--- config.mk ---
export PLATFORM = sky130hd
export DESIGN_NAME = palindrome_datapath_flat
export DESIGN_NICKNAME = d
export VERILOG_FILES = /design/src/rtl/simon_pkg.sv /design/src/rtl/palindrome_datapath_if.sv /design/src/rtl/seq_mem.sv /design/src/rtl/palindrome_datapath.sv /design/src/flat_wrapper.sv
export SDC_FILE = /design/constraint.sdc
export NUM_CORES = 1
export LEC_CHECK = 0
export ABC_AREA = 1
export BUFFER_PORTS_ARGS = -buffer_cell sky130_fd_sc_hd__clkbuf_2
export CORE_ASPECT_RATIO = 0.6
export CORE_UTILIZATION = 55
export DETAILED_ROUTE_END_ITERATION = 12
export PLACE_DENSITY = 0.82
export SLEW_MARGIN = 20
export SYNTH_ARGS = -nofsm -noshare
export SYNTH_HDL_FRONTEND = slang
export SYNTH_HIERARCHICAL = 1
export SYNTH_SLANG_ARGS = --single-unit
--- constraint.sdc ---
create_clock -name i_clock -period 2.2 [get_ports i_clock]
set_input_delay 0.33 -clock i_clock [delete_from_list [all_inputs] [get_ports i_clock]]
set_output_delay 0.33 -clock i_clock [all_outputs]
set_load 0.01 [all_outputs]
--- src/rtl/simon_pkg.sv ---
// rtl/simon_pkg.sv - shared Simon sequence sizing defaults and colour encodings
package simon_pkg;

    localparam int DEF_DEPTH  = 16;
    localparam int DEF_DATA_W = 2;

    typedef enum logic [1:0] {
        RED    = 2'd0,
        GREEN  = 2'd1,
        BLUE   = 2'd2,
        YELLOW = 2'd3
    } colour_t;

endpackage

--- src/rtl/palindrome_datapath_if.sv ---
// rtl/palindrome_datapath_if.sv - controller <-> palindrome datapath signal bundle
interface palindrome_datapath_if #(
    parameter int DEPTH  = simon_pkg::DEF_DEPTH,
    parameter int DATA_W = simon_pkg::DEF_DATA_W
);
    localparam int AW = $clog2(DEPTH);

    logic              i_load;
    logic              i_select;
    logic              i_shift;
    logic              i_clear;
    logic              i_wr_en;
    logic [DATA_W-1:0] i_wr_data;
    logic              o_a_ne_b;
    logic              o_front_ge_back;
    logic [AW:0]       o_seq_len;
    logic              o_full;
    logic              o_empty;
    logic              o_overflow;
    logic [AW-1:0]     o_front_idx;
    logic [AW-1:0]     o_back_idx;

    modport slave (
        input  i_load, i_select, i_shift, i_clear, i_wr_en, i_wr_data,
        output o_a_ne_b, o_front_ge_back, o_seq_len, o_full, o_empty,
               o_overflow, o_front_idx, o_back_idx
    );

    modport master (
        output i_load, i_select, i_shift, i_clear, i_wr_en, i_wr_data,
        input  o_a_ne_b, o_front_ge_back, o_seq_len, o_full, o_empty,
               o_overflow, o_front_idx, o_back_idx
    );

endinterface

--- src/rtl/seq_mem.sv ---
// rtl/seq_mem.sv - DEPTH x DATA_W register file, one sync write port, two async read ports
module seq_mem #(
    parameter int DEPTH  = simon_pkg::DEF_DEPTH,
    parameter int DATA_W = simon_pkg::DEF_DATA_W,
    parameter int AW     = $clog2(DEPTH)
) (
    input  logic              i_clock,
    input  logic              i_wr_en,
    input  logic [AW-1:0]     i_wr_addr,
    input  logic [DATA_W-1:0] i_wr_data,
    input  logic [AW-1:0]     i_rd_addr_a,
    output logic [DATA_W-1:0] o_rd_data_a,
    input  logic [AW-1:0]     i_rd_addr_b,
    output logic [DATA_W-1:0] o_rd_data_b
);

    // Contents are deliberately not reset; seq_len defines which entries are live.
    logic [DATA_W-1:0] r_mem [DEPTH];

    always_ff @(posedge i_clock) begin
        if (i_wr_en) begin
            r_mem[i_wr_addr] <= i_wr_data;
        end
    end

    assign o_rd_data_a = r_mem[i_rd_addr_a];
    assign o_rd_data_b = r_mem[i_rd_addr_b];

endmodule

--- src/rtl/palindrome_datapath.sv ---
// rtl/palindrome_datapath.sv - colour sequence store with front/back pointers walking inward
module palindrome_datapath
    import simon_pkg::*;
#(
    parameter int DEPTH  = DEF_DEPTH,
    parameter int DATA_W = DEF_DATA_W
) (
    input  logic                  i_clock,
    input  logic                  i_reset,
    palindrome_datapath_if.slave  bus
);

    localparam int AW = $clog2(DEPTH);

    logic [AW-1:0]     r_front;
    logic [AW-1:0]     r_back;
    logic [AW:0]       r_seq_len;
    logic              r_overflow;

    logic              w_full;
    logic              w_empty;
    logic              w_front_ge_back;
    logic              w_init;
    logic              w_shift;
    logic              w_wr_accept;
    logic [AW:0]       w_last;
    logic [AW-1:0]     w_init_back;
    logic [DATA_W-1:0] w_front_data;
    logic [DATA_W-1:0] w_back_data;

    assign w_full          = (r_seq_len == (AW+1)'(DEPTH));
    assign w_empty         = (r_seq_len == '0);
    assign w_front_ge_back = (r_front >= r_back);

    assign w_init      = bus.i_load & ~bus.i_select;
    // Shift stalls once the pointers meet or cross so back never underflows.
    assign w_shift     = bus.i_load & bus.i_select & bus.i_shift & ~w_front_ge_back;
    assign w_wr_accept = bus.i_wr_en & ~bus.i_clear & ~w_full;

    assign w_last      = r_seq_len - (AW+1)'(1);
    assign w_init_back = w_empty ? '0 : w_last[AW-1:0];

    always_ff @(posedge i_clock or negedge i_reset) begin
        if (!i_reset) begin
            r_front <= '0;
            r_back  <= '0;
        end else if (w_init) begin
            r_front <= '0;
            r_back  <= w_init_back;
        end else if (w_shift) begin
            r_front <= r_front + AW'(1);
            r_back  <= r_back - AW'(1);
        end
    end

    always_ff @(posedge i_clock or negedge i_reset) begin
        if (!i_reset) begin
            r_seq_len  <= '0;
            r_overflow <= 1'b0;
        end else if (bus.i_clear) begin
            r_seq_len  <= '0;
            r_overflow <= 1'b0;
        end else if (bus.i_wr_en) begin
            if (w_full) begin
                r_overflow <= 1'b1;
            end else begin
                r_seq_len <= r_seq_len + (AW+1)'(1);
            end
        end
    end

    seq_mem #(
        .DEPTH  (DEPTH),
        .DATA_W (DATA_W),
        .AW     (AW)
    ) u_seq_mem (
        .i_clock     (i_clock),
        .i_wr_en     (w_wr_accept),
        .i_wr_addr   (r_seq_len[AW-1:0]),
        .i_wr_data   (bus.i_wr_data),
        .i_rd_addr_a (r_front),
        .o_rd_data_a (w_front_data),
        .i_rd_addr_b (r_back),
        .o_rd_data_b (w_back_data)
    );

    assign bus.o_a_ne_b        = (w_front_data != w_back_data);
    assign bus.o_front_ge_back = w_front_ge_back;
    assign bus.o_seq_len       = r_seq_len;
    assign bus.o_full          = w_full;
    assign bus.o_empty         = w_empty;
    assign bus.o_overflow      = r_overflow;
    assign bus.o_front_idx     = r_front;
    assign bus.o_back_idx      = r_back;

endmodule
--- src/flat_wrapper.sv ---
// flat-port wrapper written by rule: the top's interface ports become plain ports
module palindrome_datapath_flat import simon_pkg::*;
#(
    parameter int DEPTH  = DEF_DEPTH,
    parameter int DATA_W = DEF_DATA_W
)
  (i_clock, i_reset, bus_i_load, bus_i_select, bus_i_shift, bus_i_clear, bus_i_wr_en, bus_i_wr_data, bus_o_a_ne_b, bus_o_front_ge_back, bus_o_seq_len, bus_o_full, bus_o_empty, bus_o_overflow, bus_o_front_idx, bus_o_back_idx);
  palindrome_datapath_if #(.DEPTH(DEPTH), .DATA_W(DATA_W)) bus_i ();
  input  logic i_clock;
  input  logic i_reset;
  input wire logic [$bits(bus_i.i_load)-1:0] bus_i_load;
  input wire logic [$bits(bus_i.i_select)-1:0] bus_i_select;
  input wire logic [$bits(bus_i.i_shift)-1:0] bus_i_shift;
  input wire logic [$bits(bus_i.i_clear)-1:0] bus_i_clear;
  input wire logic [$bits(bus_i.i_wr_en)-1:0] bus_i_wr_en;
  input wire logic [$bits(bus_i.i_wr_data)-1:0] bus_i_wr_data;
  output wire logic [$bits(bus_i.o_a_ne_b)-1:0] bus_o_a_ne_b;
  output wire logic [$bits(bus_i.o_front_ge_back)-1:0] bus_o_front_ge_back;
  output wire logic [$bits(bus_i.o_seq_len)-1:0] bus_o_seq_len;
  output wire logic [$bits(bus_i.o_full)-1:0] bus_o_full;
  output wire logic [$bits(bus_i.o_empty)-1:0] bus_o_empty;
  output wire logic [$bits(bus_i.o_overflow)-1:0] bus_o_overflow;
  output wire logic [$bits(bus_i.o_front_idx)-1:0] bus_o_front_idx;
  output wire logic [$bits(bus_i.o_back_idx)-1:0] bus_o_back_idx;
  assign bus_i.i_load = bus_i_load;
  assign bus_i.i_select = bus_i_select;
  assign bus_i.i_shift = bus_i_shift;
  assign bus_i.i_clear = bus_i_clear;
  assign bus_i.i_wr_en = bus_i_wr_en;
  assign bus_i.i_wr_data = bus_i_wr_data;
  assign bus_o_a_ne_b = bus_i.o_a_ne_b;
  assign bus_o_front_ge_back = bus_i.o_front_ge_back;
  assign bus_o_seq_len = bus_i.o_seq_len;
  assign bus_o_full = bus_i.o_full;
  assign bus_o_empty = bus_i.o_empty;
  assign bus_o_overflow = bus_i.o_overflow;
  assign bus_o_front_idx = bus_i.o_front_idx;
  assign bus_o_back_idx = bus_i.o_back_idx;
  palindrome_datapath #(.DEPTH(DEPTH), .DATA_W(DATA_W)) u_core (.i_clock(i_clock), .i_reset(i_reset), .bus(bus_i));
endmodule
# Yosys cells after proc, flatten, opt, wreduce, memory -nomap -nowiden
# Memory sizes are Yosys's and may differ from the RTL's.
# Cells that the tools add are included.
# op_classes
addsub,4
order_cmp,1
n_eq_ne,3
n_mux,13
n_bitwise,10
n_reduce_logical,6
# ops
op,n
$mux 4,5
$mux 5,3
$sub 4x1->4 const B,2
$and 1x1->1,6
$reduce_bool 2->1,3
$add 5x1->5 const B,1
$eq 5x5->1 const B,1
$logic_not 5->1,1
$mux 1,5
$add 4x1->4 const B,1
$ge 4x4->1,1
$not 1->1,4
$reduce_and 2->1,2
$ne 2x2->1,1
$ne 2x2->1 const B,1
# totals
register_bits,14
ramBits,32
inputBits,9
output_inout_bits,18
elab_cells,42
memories,1
# mem_list
name,words,word_bits,read_ports,rd_clocked_by_memory_dff,wr,line,rtl
u_core.u_seq_mem.r_mem,16,2,2,0,1,seq_mem.sv:18,logic [DATA_W-1:0] r_mem [DEPTH];

# Depth between registers and ports, before layout
# Gate-level depths: netlist of the first run.
# logic_depth
ltp_word,5
ltp_mapped,10
ltp_nobuf,10

# Hierarchy
# The synthesis of the first run kept the hierarchy.
# by_module_without_submodules
module,instances,cells_per_inst,area_per_inst_um2,seq_area_each_um2
seq_mem,1,231,1838.0,960.9
palindrome_datapath,1,141,1109.8,350.3

# Worst setup path before layout of the first run
# Ideal clock, no wire load.
# synth_path
kind,register -> register
from,"register u_core.r_seq_len[0], in the netlist u_core/bus.o_seq_len[0]"
to,memory u_core/u_seq_mem/r_mem[10][0] (netlist name) (enable)
setup_ns,0.309
arrival_time_ns,1.437
required_ns,1.891
slack_ns,0.454
path_stages_with_launch,8
path_buffers,0
synth_period_minus_slack_ns,1.746
cell_sequence,dfrtp_1 inv_1 ha_1 nand3_4 nand3_1 inv_2 nand3b_1 nor2_1
# synth_between
elab_chain_len,5
# synth_lines
element,line,rtl
start: declaration,palindrome_datapath.sv:17,logic [AW:0] r_seq_len;
start signal: assignment,palindrome_datapath.sv:67,r_seq_len <= r_seq_len + (AW+1)'(1);
$eq 5x5->1,palindrome_datapath.sv:31,assign w_full = (r_seq_len == (AW+1)'(DEPTH));
$not 1->1,palindrome_datapath.sv:38,assign w_wr_accept = bus.i_wr_en & ~bus.i_clear & ~w_full;
$and 1x1->1,palindrome_datapath.sv:38,
via u_core.w_wr_accept,palindrome_datapath.sv:25,logic w_wr_accept;
$mux 1,seq_mem.sv:21,if (i_wr_en) begin
$mux 1 (implied by the code),seq_mem.sv:22,r_mem[i_wr_addr] <= i_wr_data;
end: declaration,seq_mem.sv:18,
# The timed path passes the listed nets, and every way through them passes these cells.

# Worst setup path after layout of the first run
# layout_path
from,"register u_core.r_front[0], in the netlist u_core/bus.o_front_idx[0]"
to,output bus_o_a_ne_b
# layout_between
elab_chain_len,2
# layout_lines
element,line,rtl
start: declaration,palindrome_datapath.sv:15,logic [AW-1:0] r_front;
start signal: assignment,palindrome_datapath.sv:51,r_front <= r_front + AW'(1);
$mem_v2 16x2,n/a,
via u_core.w_front_data[1],palindrome_datapath.sv:28,logic [DATA_W-1:0] w_front_data;
$ne 2x2->1,palindrome_datapath.sv:87,assign bus.o_a_ne_b = (w_front_data != w_back_data);
end: declaration,flat_wrapper.sv:17,output wire logic [$bits(bus_i.o_a_ne_b)-1:0] bus_o_a_ne_b;
# The timed path passes the listed nets, and every way through them passes these cells.

==> flow_metrics.env, run 1 <==
export IMPL_outcome="finished, final reports clean"
export IMPL_cts_buffers=5
export IMPL_synth_area_per_cell_um2=7.92
export IMPL_period_minus_slack_ns=2.08
export IMPL_grt_pass1_vias=2160
export IMPL_required_ns=1.87
export IMPL_finalSetupViolations=0
export IMPL_path_clk_slew_ns=0.10
export IMPL_dpl_worst_slack_ns=0.238
export IMPL_cts_path_max_buffers=2
export IMPL_crit_path_end_kind="output pin"
export IMPL_cellLeakagePower_uw=0.00157
export IMPL_path_max_fanout=19
export IMPL_fin_util_pct=63.6
export IMPL_hold_worst_slack_ns=0.214
export IMPL_antenna_found_initial=0
export IMPL_ys_top_cells_by_area="edfxtp_1 33%, nand2_1 14%, nand3_1 12%"
export IMPL_synth_seq_cells=46
export IMPL_clock_root_buffer="clkbuf_8"
export IMPL_area_delta_synth_final_pct=10.1
export IMPL_timing_rr_end="u_core/u_seq_mem/r_mem[10][0]$_DFFE_PP_"
export IMPL_fin_skew_ns=0.0100
export IMPL_die_h_um=58.7
export IMPL_grt_overflow=0
export IMPL_clk_latency_ns=0.31
export IMPL_drc=0
export IMPL_grt_usage_pct=26.6
export IMPL_criticalPathCategory="flop to output pin"
export IMPL_r2r_cells=7
export IMPL_ant_nets=0
export IMPL_nNetsFinal=422
export IMPL_h_tree_depth=2
export IMPL_place_inst=459
export IMPL_first_pass_iters=5
export IMPL_diodes=0
export IMPL_tightest_slew_ns=0.387
export IMPL_vias=2582
export IMPL_core_mm2=0.00510
export IMPL_synth_net_count=390
export IMPL_r2r_setup_slack_ns=0.19
export IMPL_port_buffers=26
export IMPL_cts_sinks=46
export IMPL_initial_core_util_pct=57.7
export IMPL_synthTopCellsByCount="110 x nand2_1, 73 x nand3_1, 56 x inv_1, 32 x edfxtp_1, 25 x nor2_1"
export IMPL_hpwl_um=5170
export IMPL_grt_max_degree=20
export IMPL_fmax_mhz=480
export IMPL_syn_inst=372
export IMPL_peakVddDrop_uv=388
export IMPL_synth_top_area_share_pct=32.6
export IMPL_crit_end="bus_o_a_ne_b"
export IMPL_crit_arrival_ns=1.75
export IMPL_setup_slack_ns=0.115
export IMPL_yosysMostFrequentCell="nand2_1"
export IMPL_yosysWarnings=6
export IMPL_min_period_over_period_pct=94.8
export IMPL_synthFlopType="edfxtp_1"
export IMPL_num_io_pins=27
export IMPL_p_per_area_mw_per_mm2=1100
export IMPL_avgRoutedWirePerCell_um=15.0
export IMPL_startpoint="u_core/bus.o_front_idx[0]$_DFFE_PN0P_"
export IMPL_grt_pass1_wl_um=11000
export IMPL_finalWirelength_um=7050
export IMPL_synth_area_leader_cell="edfxtp_1"
export IMPL_hold_violations=0
export IMPL_regToRegStartpoint="u_core/bus.o_seq_len[0]$_DFFE_PN0P_"
export IMPL_drtIter0Drc=295
export IMPL_hold_class="primary input to flop"
export IMPL_routabilityCongestion=0.943
export IMPL_via_per_inst=5.48
export IMPL_critical_path_startpoint_type="flop"
export IMPL_die_area_mm2=0.00567
export IMPL_synth_area_mm2=0.00295
export IMPL_ys_types=29
export IMPL_rows=20
export IMPL_ys_seq_area_share_pct=44.5
export IMPL_finalNonFillerCells=471
export IMPL_cts_tree="yes"
export IMPL_final_layout_size_suffix_gt1_share_pct=17.8
export IMPL_maxCapViolCount=0
export IMPL_synth_edf_count=32
export IMPL_slew_violations=0
export IMPL_slew_headroom_pct=74.2
export IMPL_die_width_um=96.5
export IMPL_async_flop_share_pct=30.4
layer usage:
metal  vias up  global-route usage [%]  wire, um
met5         -                       0         0
met4         0                    5.04        33
met3         5                    8.66       761
met2       141                    35.1      2830
met1      1188                    42.0      3430
li1       1248                       -         -
worst max-delay path, cell delays in order, from the launching register on:
cell      delay (ns)
dfrtp_2         0.46
buf_12          0.17
nand2_1         0.06
nand3_1         0.09
nand3_1         0.15
nand3_1         0.12
nand2_1         0.07
xnor2_1         0.14
nand2_1         0.06
clkbuf_2        0.12
metrics by stage:
step                cell area (um2)  TNS (ns)  total power (uW)
finish                         3250         0              3550
global route                   3250  -0.00457              3800
global placement               3110         0              2870
CTS                            3210         0              3470
detailed placement             3110         0              2930
floorplan                      2950         0              2500
power breakdown:
group | switching (uW) | internal (uW)
clock | 310 | 227
combinational | 1110 | 721
sequential | 183 | 1010
cells in the final DEF (no fill, tap or decap), drive strengths merged, types with 3 or more instances in the layout:
master,n
nand2,115
nand3,76
inv,66
edfxtp,32
clkbuf,31
nor2,28
dfrtp,14
ha,9
buf,8
o21ai,8
xor2,4
a21oi,4
xnor2,3
logic make-up after synthesis:
logic type | count (synthesis) | synth area share (%)
flops | 46 | 44.5
buf+inv | 75 | 11.9
simple gates | 222 | 34.9
xor+xnor | 7 | 2.08
compound gates | 13 | 2.80
fa+ha+maj | 9 | 3.82
worst min path at each step:
stage | from | endpoint | depth (start not counted)
2_1_floorplan | i_reset | u_core/bus.o_back_idx[0]$_DFFE_PN0P_ | 0
3_3_place_gp | i_reset | u_core/bus.o_front_idx[1]$_DFFE_PN0P_ | 1
3_5_place_dp | i_reset | u_core/bus.o_front_idx[2]$_DFFE_PN0P_ | 1
4_1_cts | bus_i_clear | u_core/bus.o_overflow$_DFFE_PN0P_ | 2
5_1_grt | bus_i_clear | u_core/bus.o_overflow$_DFFE_PN0P_ | 2
6_report | bus_i_clear | u_core/bus.o_overflow$_DFFE_PN0P_ | 2
state kept, by name (all words and copies together), names as in the netlist:
name and flops:
u_core/u_seq_mem/r_mem 32, u_core/bus.o_seq_len 5, u_core/bus.o_back_idx 4, u_core/bus.o_front_idx 4, u_core/bus.o_overflow 1
cell type report:
| cell class | instances | area (um2) |
|---|---|---|
| Fill cell | 462 | 1860 |
| Sequential cell | 46 | 1320 |
| Multi-Input combinational cell | 251 | 1290 |
| Inverter | 65 | 254 |
| Timing Repair Buffer | 35 | 213 |
| Tap cell | 66 | 82.6 |
| Clock buffer | 5 | 68.8 |
| Clock inverter | 3 | 23.8 |
timing repair:
item / CTS / global route
endpoints found under the hold margin: 14 / 0
endpoints found under the setup margin: 0 / 2
setup buffers: 0 / 3
resized for setup: 0 / 6
hold buffers: 1 / 0
Note: power is estimated with default switching activity, not from simulation.
==> run 2, diff against run 1 <==
--- a/config.mk
+++ b/config.mk
@@ -8,9 +8,10 @@
 export ABC_AREA = 1
 export BUFFER_PORTS_ARGS = -buffer_cell sky130_fd_sc_hd__clkbuf_2
 export CORE_ASPECT_RATIO = 0.6
+export CORE_MARGIN = 5
 export CORE_UTILIZATION = 55
 export DETAILED_ROUTE_END_ITERATION = 12
-export PLACE_DENSITY = 0.82
+export PLACE_DENSITY = 0.75
 export SLEW_MARGIN = 20
 export SYNTH_ARGS = -nofsm -noshare
 export SYNTH_HDL_FRONTEND = slang
==> run 2 against run 1 <==
Fmax down 0.38%. Non-clock buffer count decreased by 1. Clock-buffer cell count grew 1. Sequential power barely moved. Largest cell class unchanged. Largest power group unchanged. Highest routed layer unchanged.
==> flow_metrics.env, run 2 (same netlist as run 1, synthesis figures left out) <==
export IMPL_outcome="finished, final reports clean"
export IMPL_slew_violations=0
export IMPL_highest_layer="met4"
export IMPL_drc=0
export IMPL_grt_pass1_vias=2324
export IMPL_fin_util_pct=62.8
export IMPL_area_delta_synth_final_pct=9.34
export IMPL_avgRoutedWirePerCell_um=15.2
export IMPL_path_clk_slew_ns=0.09
export IMPL_critical_path_startpoint_type="flop"
export IMPL_final_common_cell="nand2_1"
export IMPL_p_per_area_mw_per_mm2=1090
export IMPL_crit_path_end_kind="output pin"
export IMPL_via_per_inst=5.45
export IMPL_clock_root_buffer="clkbuf_8"
export IMPL_fin_skew_ns=0.00899
export IMPL_nNetsFinal=421
export IMPL_grt_pass1_wl_um=11700
export IMPL_hold_class="primary input to flop"
export IMPL_ant_nets=0
export IMPL_period_minus_slack_ns=2.09
export IMPL_fmax_mhz=478
export IMPL_initial_core_util_pct=57.5
export IMPL_clk_latency_ns=0.30
export IMPL_crit_arrival_ns=1.76
export IMPL_die_h_um=66.7
export IMPL_top_register="u_core/u_seq_mem/r_mem"
export IMPL_h_tree_depth=2
export IMPL_die_width_um=105
export IMPL_maxCapViolCount=0
export IMPL_num_io_pins=27
export IMPL_final_cell_mix="110 x nand2_1, 73 x nand3_1, 56 x inv_1"
export IMPL_required_ns=1.87
export IMPL_vias=2560
export IMPL_postCtsSetupBuffers=0
export IMPL_diodes=0
export IMPL_cts_buffers=5
export IMPL_largest_reg_flops=32
export IMPL_criticalPathCategory="flop to output pin"
export IMPL_routabilityCongestion=0.959
export IMPL_min_period_over_period_pct=95.1
export IMPL_wl_met2_um=2930
export IMPL_first_pass_iters=5
export IMPL_tns_ns=0
export IMPL_cellLeakagePower_uw=0.00157
export IMPL_core_mm2=0.00513
export IMPL_slew_headroom_pct=71.4
export IMPL_rows=20
export IMPL_port_buffers=26
export IMPL_final_layout_size_suffix_gt1_share_pct=17.1
export IMPL_antenna_found_initial=0
export IMPL_hold_violations=0
export IMPL_cts_path_max_buffers=2
export IMPL_die_area_mm2=0.00697
export IMPL_rsz0062_at_grt="no"
export IMPL_cts_tree="yes"
export IMPL_path_max_fanout=8
export IMPL_grt_overflow=0
export IMPL_cts_sinks=46
export IMPL_dr_wl_met3_um=611
export IMPL_finalWirelength_um=7160
export IMPL_grt_max_degree=17
export IMPL_finalSetupViolations=0
export IMPL_tightest_slew_ns=0.429
export IMPL_peakVddDrop_uv=432
export IMPL_drt_met1_wl_um=3550
export IMPL_hpwl_um=5140
export IMPL_grt_usage_pct=21.3
export IMPL_drtIter0Drc=360
==> run 2: cell types whose count changed in the layout (fill, tap and decap cells not counted), sizes merged <==
cell,before,now
clkinv,0,2
clkinvlp,2,0
buf,8,7
clkbuf,31,32
inv,66,65
==> run 2: layout make-up <==
cell class	count	area, um2
Clock buffer	6	72.6
Clock inverter	2	13.8
Fill cell	458	1910
Inverter	65	251
Multi-Input combinational cell	251	1290
Sequential cell	46	1320
Tap cell	66	82.6
Timing Repair Buffer	34	200
==> run 2: stage by stage <==
| stage | instance area (um2) | instances | hold WS (ns) | worst slack, ns | total power (uW) |
|---|---|---|---|---|---|
| 2_1_floorplan | 2950 | 372 | 0.0344 | 0.454 | 2500 |
| 3_3_place_gp | 3110 | 461 | 0.266 | 0.335 | 2920 |
| 3_5_place_dp | 3110 | 461 | 0.269 | 0.218 | 2960 |
| 4_1_cts | 3210 | 470 | 0.220 | 0.0713 | 3470 |
| 5_1_grt | 3220 | 470 | 0.228 | 0.0183 | 3810 |
| 6_report | 3220 | 470 | 0.223 | 0.107 | 3520 |
==> run 2: worst max-delay path: stages (launching register included) <==
cell and delay [ns]:
dfrtp_1 0.43, buf_4 0.21, nand2_1 0.07, nand3_1 0.10, nand3_1 0.09, nand3_1 0.11
nand2_1 0.08, xnor2_1 0.17, nand2_1 0.08, clkbuf_2 0.13
==> run 2: timing repair <==
| item | in CTS | in global routing |
|---|---|---|
| endpoints found under the hold margin | 14 | 0 |
| setup endpoints to repair | 0 | 1 |
| hold buffers | 1 | 0 |
| gates resized for setup | 0 | 6 |
==> run 2: report_power, final <==
group / total [uW] / internal (uW) / switching, uW
Combinational: 1820 / 696 / 1130
Sequential: 1180 / 1010 / 176
Clock: 511 / 225 / 286
Total: 3520 / 1930 / 1590
==> run 2: per-layer routing <==
metal,up-vias,track usage [%]
met1,1171,31.2
met3,6,5.23
met4,0,5.17
met2,139,31.6
li1,1244,-
met5,-,0
==> run 2: final timing paths <==
path	depth (start not counted)	to	slack, ns	from
worst min register to register	2	u_core/bus.o_overflow$_DFFE_PN0P_	0.53	u_core/bus.o_overflow$_DFFE_PN0P_
worst max register to register	7	u_core/u_seq_mem/r_mem[15][1]$_DFFE_PP_	0.16	u_core/bus.o_seq_len[0]$_DFFE_PN0P_
worst min-delay path	2	u_core/bus.o_overflow$_DFFE_PN0P_	0.22	bus_i_clear
worst max-delay path	9	bus_o_a_ne_b	0.11	u_core/bus.o_back_idx[0]$_DFFE_PN0P_
min in group asynchronous	2	u_core/bus.o_seq_len[3]$_DFFE_PN0P_	0.47	i_reset
max in group asynchronous	2	u_core/bus.o_front_idx[1]$_DFFE_PN0P_	1.42	i_reset
